`config.mk`:
```
export PLATFORM = sky130hd
export DESIGN_NAME = imm_gen_stage
export DESIGN_NICKNAME = d
export VERILOG_FILES = /design/src/rtl/imm_gen_pkg.sv /design/src/rtl/imm_gen_stage_decode.sv /design/src/rtl/imm_gen_stage.sv
export SDC_FILE = /design/constraint.sdc
export NUM_CORES = 1
export LEC_CHECK = 0
export ABC_AREA = 1
export CAP_MARGIN = 20
export CORE_UTILIZATION = 45
export DETAILED_ROUTE_END_ITERATION = 10
export PLACE_DENSITY = 0.69
export SLEW_MARGIN = 20
export SYNTH_ARGS = -nofsm -noshare
export SYNTH_HDL_FRONTEND = slang
export SYNTH_SLANG_ARGS = --single-unit
```
`constraint.sdc`:
```
create_clock -name clk -period 4.1 [get_ports clk]
set_clock_uncertainty 0.1 [all_clocks]
set_input_delay 0.82 -clock clk [delete_from_list [all_inputs] [get_ports clk]]
set_output_delay 0.82 -clock clk [all_outputs]
set_load 0.01 [all_outputs]
```
`src/rtl/imm_gen_pkg.sv`:
```
// Shared types and constants for the RISC-V immediate-generation stage.
package imm_gen_pkg;

    // Internal datapath width; narrower configurations use the low bits.
    localparam int XLEN_MAX = 64;

    typedef enum logic [2:0] {
        FMT_R     = 3'd0,
        FMT_I     = 3'd1,
        FMT_S     = 3'd2,
        FMT_B     = 3'd3,
        FMT_U     = 3'd4,
        FMT_J     = 3'd5,
        FMT_SHAMT = 3'd6,
        FMT_ILL   = 3'd7
    } imm_fmt_e;

    localparam logic [6:0] OP_LUI    = 7'b0110111;
    localparam logic [6:0] OP_AUIPC  = 7'b0010111;
    localparam logic [6:0] OP_JAL    = 7'b1101111;
    localparam logic [6:0] OP_JALR   = 7'b1100111;
    localparam logic [6:0] OP_BRANCH = 7'b1100011;
    localparam logic [6:0] OP_LOAD   = 7'b0000011;
    localparam logic [6:0] OP_STORE  = 7'b0100011;
    localparam logic [6:0] OP_IMM    = 7'b0010011;
    localparam logic [6:0] OP_REG    = 7'b0110011;
    localparam logic [6:0] OP_SYSTEM = 7'b1110011;

    // One decoded instruction; fields are XLEN_MAX wide and sliced to XLEN at the ports.
    typedef struct packed {
        logic [XLEN_MAX-1:0] imm;
        imm_fmt_e            fmt;
        logic [XLEN_MAX-1:0] pc;
        logic [XLEN_MAX-1:0] target;
        logic                illegal;
    } imm_result_t;

    // Sign-extend a 32-bit pre-extended immediate to the internal width.
    function automatic logic [XLEN_MAX-1:0] sext32(input logic [31:0] v);
        return {{(XLEN_MAX-32){v[31]}}, v};
    endfunction

endpackage

```
`src/rtl/imm_gen_stage_decode.sv`:
```
// Combinational instruction-format decode and immediate/target generation.
module imm_decode
    import imm_gen_pkg::*;
#(
    parameter int XLEN   = 32,
    parameter bit PC_REL = 1'b1
) (
    input  logic [31:0]     instr,
    input  logic [XLEN-1:0] pc,
    output imm_result_t     result
);

    imm_fmt_e            fmt;
    logic [31:0]         raw32;
    logic [XLEN_MAX-1:0] imm64;
    logic [XLEN_MAX-1:0] pc64;
    logic [2:0]          funct3;

    assign funct3 = instr[14:12];

    // Classify the instruction format from the opcode (and funct3 for shifts).
    always_comb begin
        fmt = FMT_ILL;
        unique case (instr[6:0])
            OP_REG:                       fmt = FMT_R;
            OP_LOAD, OP_JALR, OP_SYSTEM:  fmt = FMT_I;
            OP_IMM:                       fmt = (funct3 == 3'b001 || funct3 == 3'b101) ? FMT_SHAMT : FMT_I;
            OP_STORE:                     fmt = FMT_S;
            OP_BRANCH:                    fmt = FMT_B;
            OP_LUI, OP_AUIPC:             fmt = FMT_U;
            OP_JAL:                       fmt = FMT_J;
            default:                      fmt = FMT_ILL;
        endcase
    end

    // Assemble the immediate, then extend it and form the PC-relative target.
    always_comb begin
        raw32 = '0;
        unique case (fmt)
            FMT_I:   raw32 = {{20{instr[31]}}, instr[31:20]};
            FMT_S:   raw32 = {{20{instr[31]}}, instr[31:25], instr[11:7]};
            FMT_B:   raw32 = {{19{instr[31]}}, instr[31], instr[7], instr[30:25], instr[11:8], 1'b0};
            FMT_J:   raw32 = {{11{instr[31]}}, instr[31], instr[19:12], instr[20], instr[30:21], 1'b0};
            FMT_U:   raw32 = {instr[31:12], 12'b0};
            default: raw32 = '0;
        endcase

        imm64 = sext32(raw32);
        if (fmt == FMT_SHAMT) begin
            // Shift amounts are unsigned; RV64 uses one extra shamt bit.
            imm64 = '0;
            if (XLEN == 32) begin
                imm64[4:0] = instr[24:20];
            end else begin
                imm64[5:0] = instr[25:20];
            end
        end

        pc64 = '0;
        pc64[XLEN-1:0] = pc;

        result.imm     = imm64;
        result.fmt     = fmt;
        result.pc      = pc64;
        result.target  = PC_REL ? (pc64 + imm64) : '0;
        result.illegal = (fmt == FMT_ILL);
    end

endmodule

```
`src/rtl/imm_gen_stage.sv`:
```
// Registered immediate-generation stage with a one-entry skid buffer.
module imm_gen_stage
    import imm_gen_pkg::*;
#(
    parameter int XLEN   = 32,
    parameter bit PC_REL = 1'b1
) (
    input  logic            clk,
    input  logic            rst_n,
    input  logic            flush,
    input  logic            in_valid,
    output logic            in_ready,
    input  logic [31:0]     in_instr,
    input  logic [XLEN-1:0] in_pc,
    output logic            out_valid,
    input  logic            out_ready,
    output logic [XLEN-1:0] out_imm,
    output logic [2:0]      out_fmt,
    output logic [XLEN-1:0] out_pc,
    output logic [XLEN-1:0] out_target,
    output logic            out_illegal
);

    imm_result_t dec_result;
    imm_result_t main_q, main_d;
    imm_result_t skid_q, skid_d;
    logic        main_valid_q, main_valid_d;
    logic        skid_valid_q, skid_valid_d;
    logic        accept;
    logic        main_free;

    imm_decode #(
        .XLEN   (XLEN),
        .PC_REL (PC_REL)
    ) u_decode (
        .instr  (in_instr),
        .pc     (in_pc),
        .result (dec_result)
    );

    // Ready depends only on the skid flop and reset, never on out_ready.
    assign in_ready  = rst_n & ~skid_valid_q;
    assign accept    = in_valid & in_ready;
    assign main_free = ~main_valid_q | out_ready;

    // Next-state for main and skid entries; flush wins over everything.
    always_comb begin
        main_d       = main_q;
        skid_d       = skid_q;
        main_valid_d = main_valid_q;
        skid_valid_d = skid_valid_q;
        if (flush) begin
            main_valid_d = 1'b0;
            skid_valid_d = 1'b0;
        end else if (main_free) begin
            if (skid_valid_q) begin
                // Skid is older than anything arriving now (in_ready was low).
                main_d       = skid_q;
                main_valid_d = 1'b1;
                skid_valid_d = 1'b0;
            end else if (accept) begin
                main_d       = dec_result;
                main_valid_d = 1'b1;
            end else begin
                main_valid_d = 1'b0;
            end
        end else if (accept) begin
            // Main is stalled: park the new result in the skid entry.
            skid_d       = dec_result;
            skid_valid_d = 1'b1;
        end
    end

    // State registers with synchronous active-low reset clearing data too.
    always_ff @(posedge clk) begin
        if (!rst_n) begin
            main_q       <= '0;
            skid_q       <= '0;
            main_valid_q <= 1'b0;
            skid_valid_q <= 1'b0;
        end else begin
            main_q       <= main_d;
            skid_q       <= skid_d;
            main_valid_q <= main_valid_d;
            skid_valid_q <= skid_valid_d;
        end
    end

    assign out_valid   = main_valid_q;
    assign out_imm     = main_q.imm[XLEN-1:0];
    assign out_fmt     = main_q.fmt;
    assign out_pc      = main_q.pc[XLEN-1:0];
    assign out_target  = main_q.target[XLEN-1:0];
    assign out_illegal = main_q.illegal;

    // Upper internal bits are unused when XLEN is narrower than the struct.
    generate
        if (XLEN < XLEN_MAX) begin : g_narrow
            logic unused_hi;
            assign unused_hi = ^{main_q.imm[XLEN_MAX-1:XLEN],
                                 main_q.pc[XLEN_MAX-1:XLEN],
                                 main_q.target[XLEN_MAX-1:XLEN]};
        end
    endgenerate

endmodule

```
======== Yosys cells after proc, flatten, opt, wreduce, memory -nomap -nowiden ========
Cells that the tools add are included.
word-level totals
  bits in registers ....................... 234
  latch bits .............................. 0
  RAM bits ................................ 0
  memory bits (read-only) ................. 0
  bits of input ports ..................... 69
  output and inout bits ................... 102
  logic and storage cells ................. 56
  memories ................................ 0
operators by class
  add/subtract/negate cells ............... 1
  multiply operators ...................... 0
  divide/modulo/power cells ............... 0
  order comparisons ....................... 0
  equality and inequality tests ........... 19
  shift operators ......................... 0
  muxes and demuxes ....................... 8
  bitwise operators ....................... 8
  reductions and logical operators ........ 8
operator list
  operator                                                                number
  164-bit two-way mux                                                     2
  32-bit one-hot mux with 5 select lines                                  1
  32-bit by 64-bit adder with 64-bit output                               1
  64-bit two-way mux                                                      1
  7-bit equality test (second input constant)                             4
  7-bit by 6-bit equality test with 1-bit output (second input constant)  3
  3-bit one-hot mux with 7 select lines                                   1
  3-bit equality test (second input constant)                             5
  7-bit by 5-bit equality test with 1-bit output (second input constant)  2
  7-bit by 2-bit equality test with 1-bit output (second input constant)  1
  3-bit by 1-bit equality test with 1-bit output (second input constant)  2
  3-bit by 2-bit equality test with 1-bit output (second input constant)  2
  3-bit AND reduction                                                     2
  3-bit OR reduction                                                      2
  1-bit inverter                                                          5
  2-bit OR reduction                                                      2
  3-bit two-way mux                                                       1
  1-bit bitwise AND                                                       2
  1-bit two-way mux                                                       2
  2-bit nonzero test                                                      1
  1-bit logical OR                                                        1
  1-bit OR                                                                1

======== Logic depth before layout (Yosys ltp) ========
  depth in word-level cells ............... 10
  depth in mapped cells ................... 23
  depth with buffers taken out ............ 23

======== Hierarchy ========
Synthesis repeated with hierarchy kept, for this count alone.
unflattened totals
  cells, all modules ...................... 2317
  area total of the unflattened synthesis .. 13486.7 um^2
modules (own cells, without submodules)
  module         instances  cells an instance  area each (um^2)  sequential area each (um^2)
  imm_gen_stage  1          1620               9784.4            4043.9
  imm_decode     1          697                3702.3            0.0

======== Worst setup path after synthesis ========
No wires, ideal clock.
  path type ............................... in2reg
  start point ............................. input in_instr[1]
  end point ............................... register skid_q[15] (netlist name)
  setup time .............................. 0.116 ns
  data arrival time ....................... 3.131 ns
  data required time ...................... 3.884 ns
  slack ................................... 0.752 ns
  cell stages on the path ................. 19
  path buffers ............................ 0
  cell sequence ........................... nand2_1 -> nor2_4 -> nand3_1 -> inv_1 -> a22oi_1 -> o21ai_1 -> ha_1 -> fa_1 -> nand3_1 -> nand2_1 -> nand2_1 -> nand2_1 -> nand3_1 -> nand2_1 -> or2_2 -> nand2_1 -> nand2_1 -> o211ai_1 -> inv_1
RTL lines
  item                    RTL line             source
  start: declaration      imm_gen_stage.sv:13  input logic [31:0] in_instr,
  end signal: assignment  imm_gen_stage.sv:83  skid_q <= skid_d;
  end: declaration        imm_gen_stage.sv:26  imm_result_t skid_q, skid_d;

==> results.yml <==
status:
  status: "completed"
worst_setup_path:
  end_kind: "register"
  critical_path_arrival_ps: 4160
  crit_fanout: 6
  cp.required_ps: 4440
  cp-start-kind: "input pin"
  path_class: "in2reg"
clock_tree:
  cts_hold_buf: 0
  cts_sinks: 202
  cts_tree: "built"
  cts_setup_buffers: 0
  clock_path_buffers: 3
  clk_pin_slew_ps: 60
  htree_levels: 1
  clock-root-buffer: "clkbuf_16"
  numCtsBuffers: 22
  cts-resized-gates: 0
  worstSkewPairLatency_ps: 510
timing:
  final_max_slew_viol_count: 0
  post-route-period-util: 0.933
  setup_ws_ps: 274
  rsz0062_at_grt: "no"
  fmax_mhz: 261
  final_hold_viol_count: 0
  maxSlewHeadroom: 0.268
  setup_viol: 0
  finalSetupTns_ps: 0
  period_needed_ps: 3830
  worst_slew_pin_slew_ps: 1100
final_layout:
  area_growth_pct: 30.8
  fin_util: 0.600
  drive_gt1_frac: 0.101
  stdcell_area_um2: 14100
  nets: 1935
  final_cell_mix: "348 x nand2_1, 201 x dfxtp_1, 189 x inv_1"
  layout.cells.most_common: "nand2_1"
  diodes: 0
routing:
  routedWlPerCell_um: 16.0
  dr.pass1.iters: 5
  vias: 11200
  drc: 0
  wl_um: 34600
  antenna_left: 0
  via_per_inst: 5.15
  drt-initial-drc-count: 772
synthesis:
  yosys_warnings: 0
  ys_ff_latch: 202
  syn_avg_cell_area_um2: 6.67
  synth_nets: 1714
  synthCells: 1613
  synthesis.area_um2: 10800
  synth_cell_types: 43
  ys_seq_area_frac: 0.376
pwr:
  comb_power_share: 0.131
  internal-power_mw: 3.41
  power.switching_mw: 1.15
  power_density_nw_per_um2: 324
  power_leakage_nw: 6.83
  peakVddDrop_mv: 0.316
  seqPwrFrac: 0.444
  p_clk_frac: 0.425
  p_sw_frac: 0.253
floorplanning:
  die_area_um2: 24500
  rows: 56
  coreArea_um2: 23500
  start_util: 0.458
  die_w_um: 157
  die_height_um: 157
  io_pins: 171
worst_hold_path:
  hp-class: "reg2reg"
placement:
  port-buffer-count: 170
  place_ws_ps: -186
  hpwlAfterDp_um: 24900
  gp_congestion: 0.968
  dpl_cell_area_um2: 13400
global_routing:
  grt_overflow: 0
  grt_pass1_wl_um: 54000
  first_global_vias: 10000
  grt_max_degree: 104
  grt_use_total: 0.280
  grt_antenna_before_repair: 0
run:
  drv_cap: 0
-- power groups by stage --
| stage | Clock, mW | Combinational, mW | Sequential [mW] |
|---|---|---|---|
| after floorplan | 0 | 0.263 | 2.08 |
| after CTS | 1.96 | 0.596 | 2.02 |
| after global placement | 0 | 0.590 | 2.07 |
| after detailed placement | 0 | 0.592 | 2.07 |
| final | 1.94 | 0.598 | 2.02 |
| after global routing | 2.04 | 0.649 | 2.03 |
-- synth_stat cells --
cell type,n,area (µm²)
nand3_1,70,350
nand3b_2,1,11.3
a21oi_2,1,8.76
o21ai_2,1,8.76
nor4_1,3,18.8
a22oi_1,1,7.51
nor2_2,2,12.5
xnor2_1,1,8.76
buf_8,1,15.0
buf_4,4,30.0
o21ai_4,1,16.3
buf_1,7,26.3
dfxtp_1,202,4040
nand4_1,6,37.5
o211ai_1,32,240
a211oi_1,1,7.51
inv_1,191,717
xor2_1,11,96.3
nor2_1,172,646
nand2_1,348,1310
nor3_2,2,20.0
a31oi_1,35,219
o211a_1,1,10.0
or2_2,2,12.5
inv_2,6,22.5
o21ai_1,34,170
a21oi_1,181,906
nand3_4,1,17.5
buf_2,25,125
o21bai_1,6,45.0
fa_1,1,20.0
ha_1,31,388
a21boi_0,1,7.51
a21o_1,4,30.0
clkbuf_1,54,203
o2111ai_1,1,8.76
a41oi_1,6,52.6
nor2_4,1,11.3
o211ai_4,2,42.5
nor3_1,5,25.0
nor3_4,1,16.3
nand2_2,12,75.1
o21ai_0,145,726
-- cell type report --
type,instances,area [µm²]
Clock buffer,37,688
Clock inverter,2,10.0
Fill cell,2275,9390
Inverter,197,741
Multi-Input combinational cell,1123,5590
Sequential cell,202,4050
Tap cell,319,399
Timing Repair Buffer,288,2610
-- cell families (layout without fill, tap and decap cells) --
logic type	count (synthesis)	in the layout	share of synthesized area
buf+inv	288	524	0.106
xor+xnor	12	12	0.00977
fa+ha+maj	32	32	0.0379
flops	202	202	0.376
simple gates	626	626	0.238
compound gates	453	453	0.233
-- state kept, by name (all words and copies together) (netlist names) --
signal        count
skid_q          100
out_imm          32
out_pc           32
out_target       32
out_fmt           3
out_illegal       1
out_valid         1
skid_valid_q      1
-- layer usage --
layer	vias to the layer above	part of all wire	track usage
met3	48	0.057	0.0321
met5	-	0	0
li1	5715	-	-
met4	0	0.027	0.0822
met1	5075	0.46	0.391
met2	329	0.46	0.453
-- path summary, 6_finish.rpt --
path                                                 from                          end  slack [ps]  depth (start not counted)
worst max-delay path                          in_instr[4]  out_target[11]$_SDFFE_PN0P_         270                         18
worst min-delay path             out_imm[20]$_SDFFE_PN0P_     out_imm[20]$_SDFFE_PN0P_         360                          2
worst max register to register  skid_valid_q$_SDFFE_PP0P_     skid_q[158]$_SDFFE_PN0P_        1670                          8
worst min register to register   out_imm[20]$_SDFFE_PN0P_     out_imm[20]$_SDFFE_PN0P_         360                          2
-- through the flow --
step,total power [mW],std cells,hold slack [ps]
3_3_place_gp,2.66,2129,352
3_5_place_dp,2.66,2129,354
6_report,4.56,2168,363
2_1_floorplan,2.34,1613,347
5_1_grt,4.72,2168,381
4_1_cts,4.59,2168,363
-- critical path: stages --
cell	delay, ps
clkdlybuf4s50_1	540
nand2_1	90
nor2_1	180
nand2_1	120
nor3_2	200
inv_1	170
o21ai_1	400
ha_1	320
nand3_1	80
nand2_1	110
nand2_1	80
nand2_1	110
nand2_1	80
nand2_1	190
xor2_1	330
buf_4	170
nand2_1	50
a21oi_1	130
No activity file was read; power rests on OpenSTA's default activity.
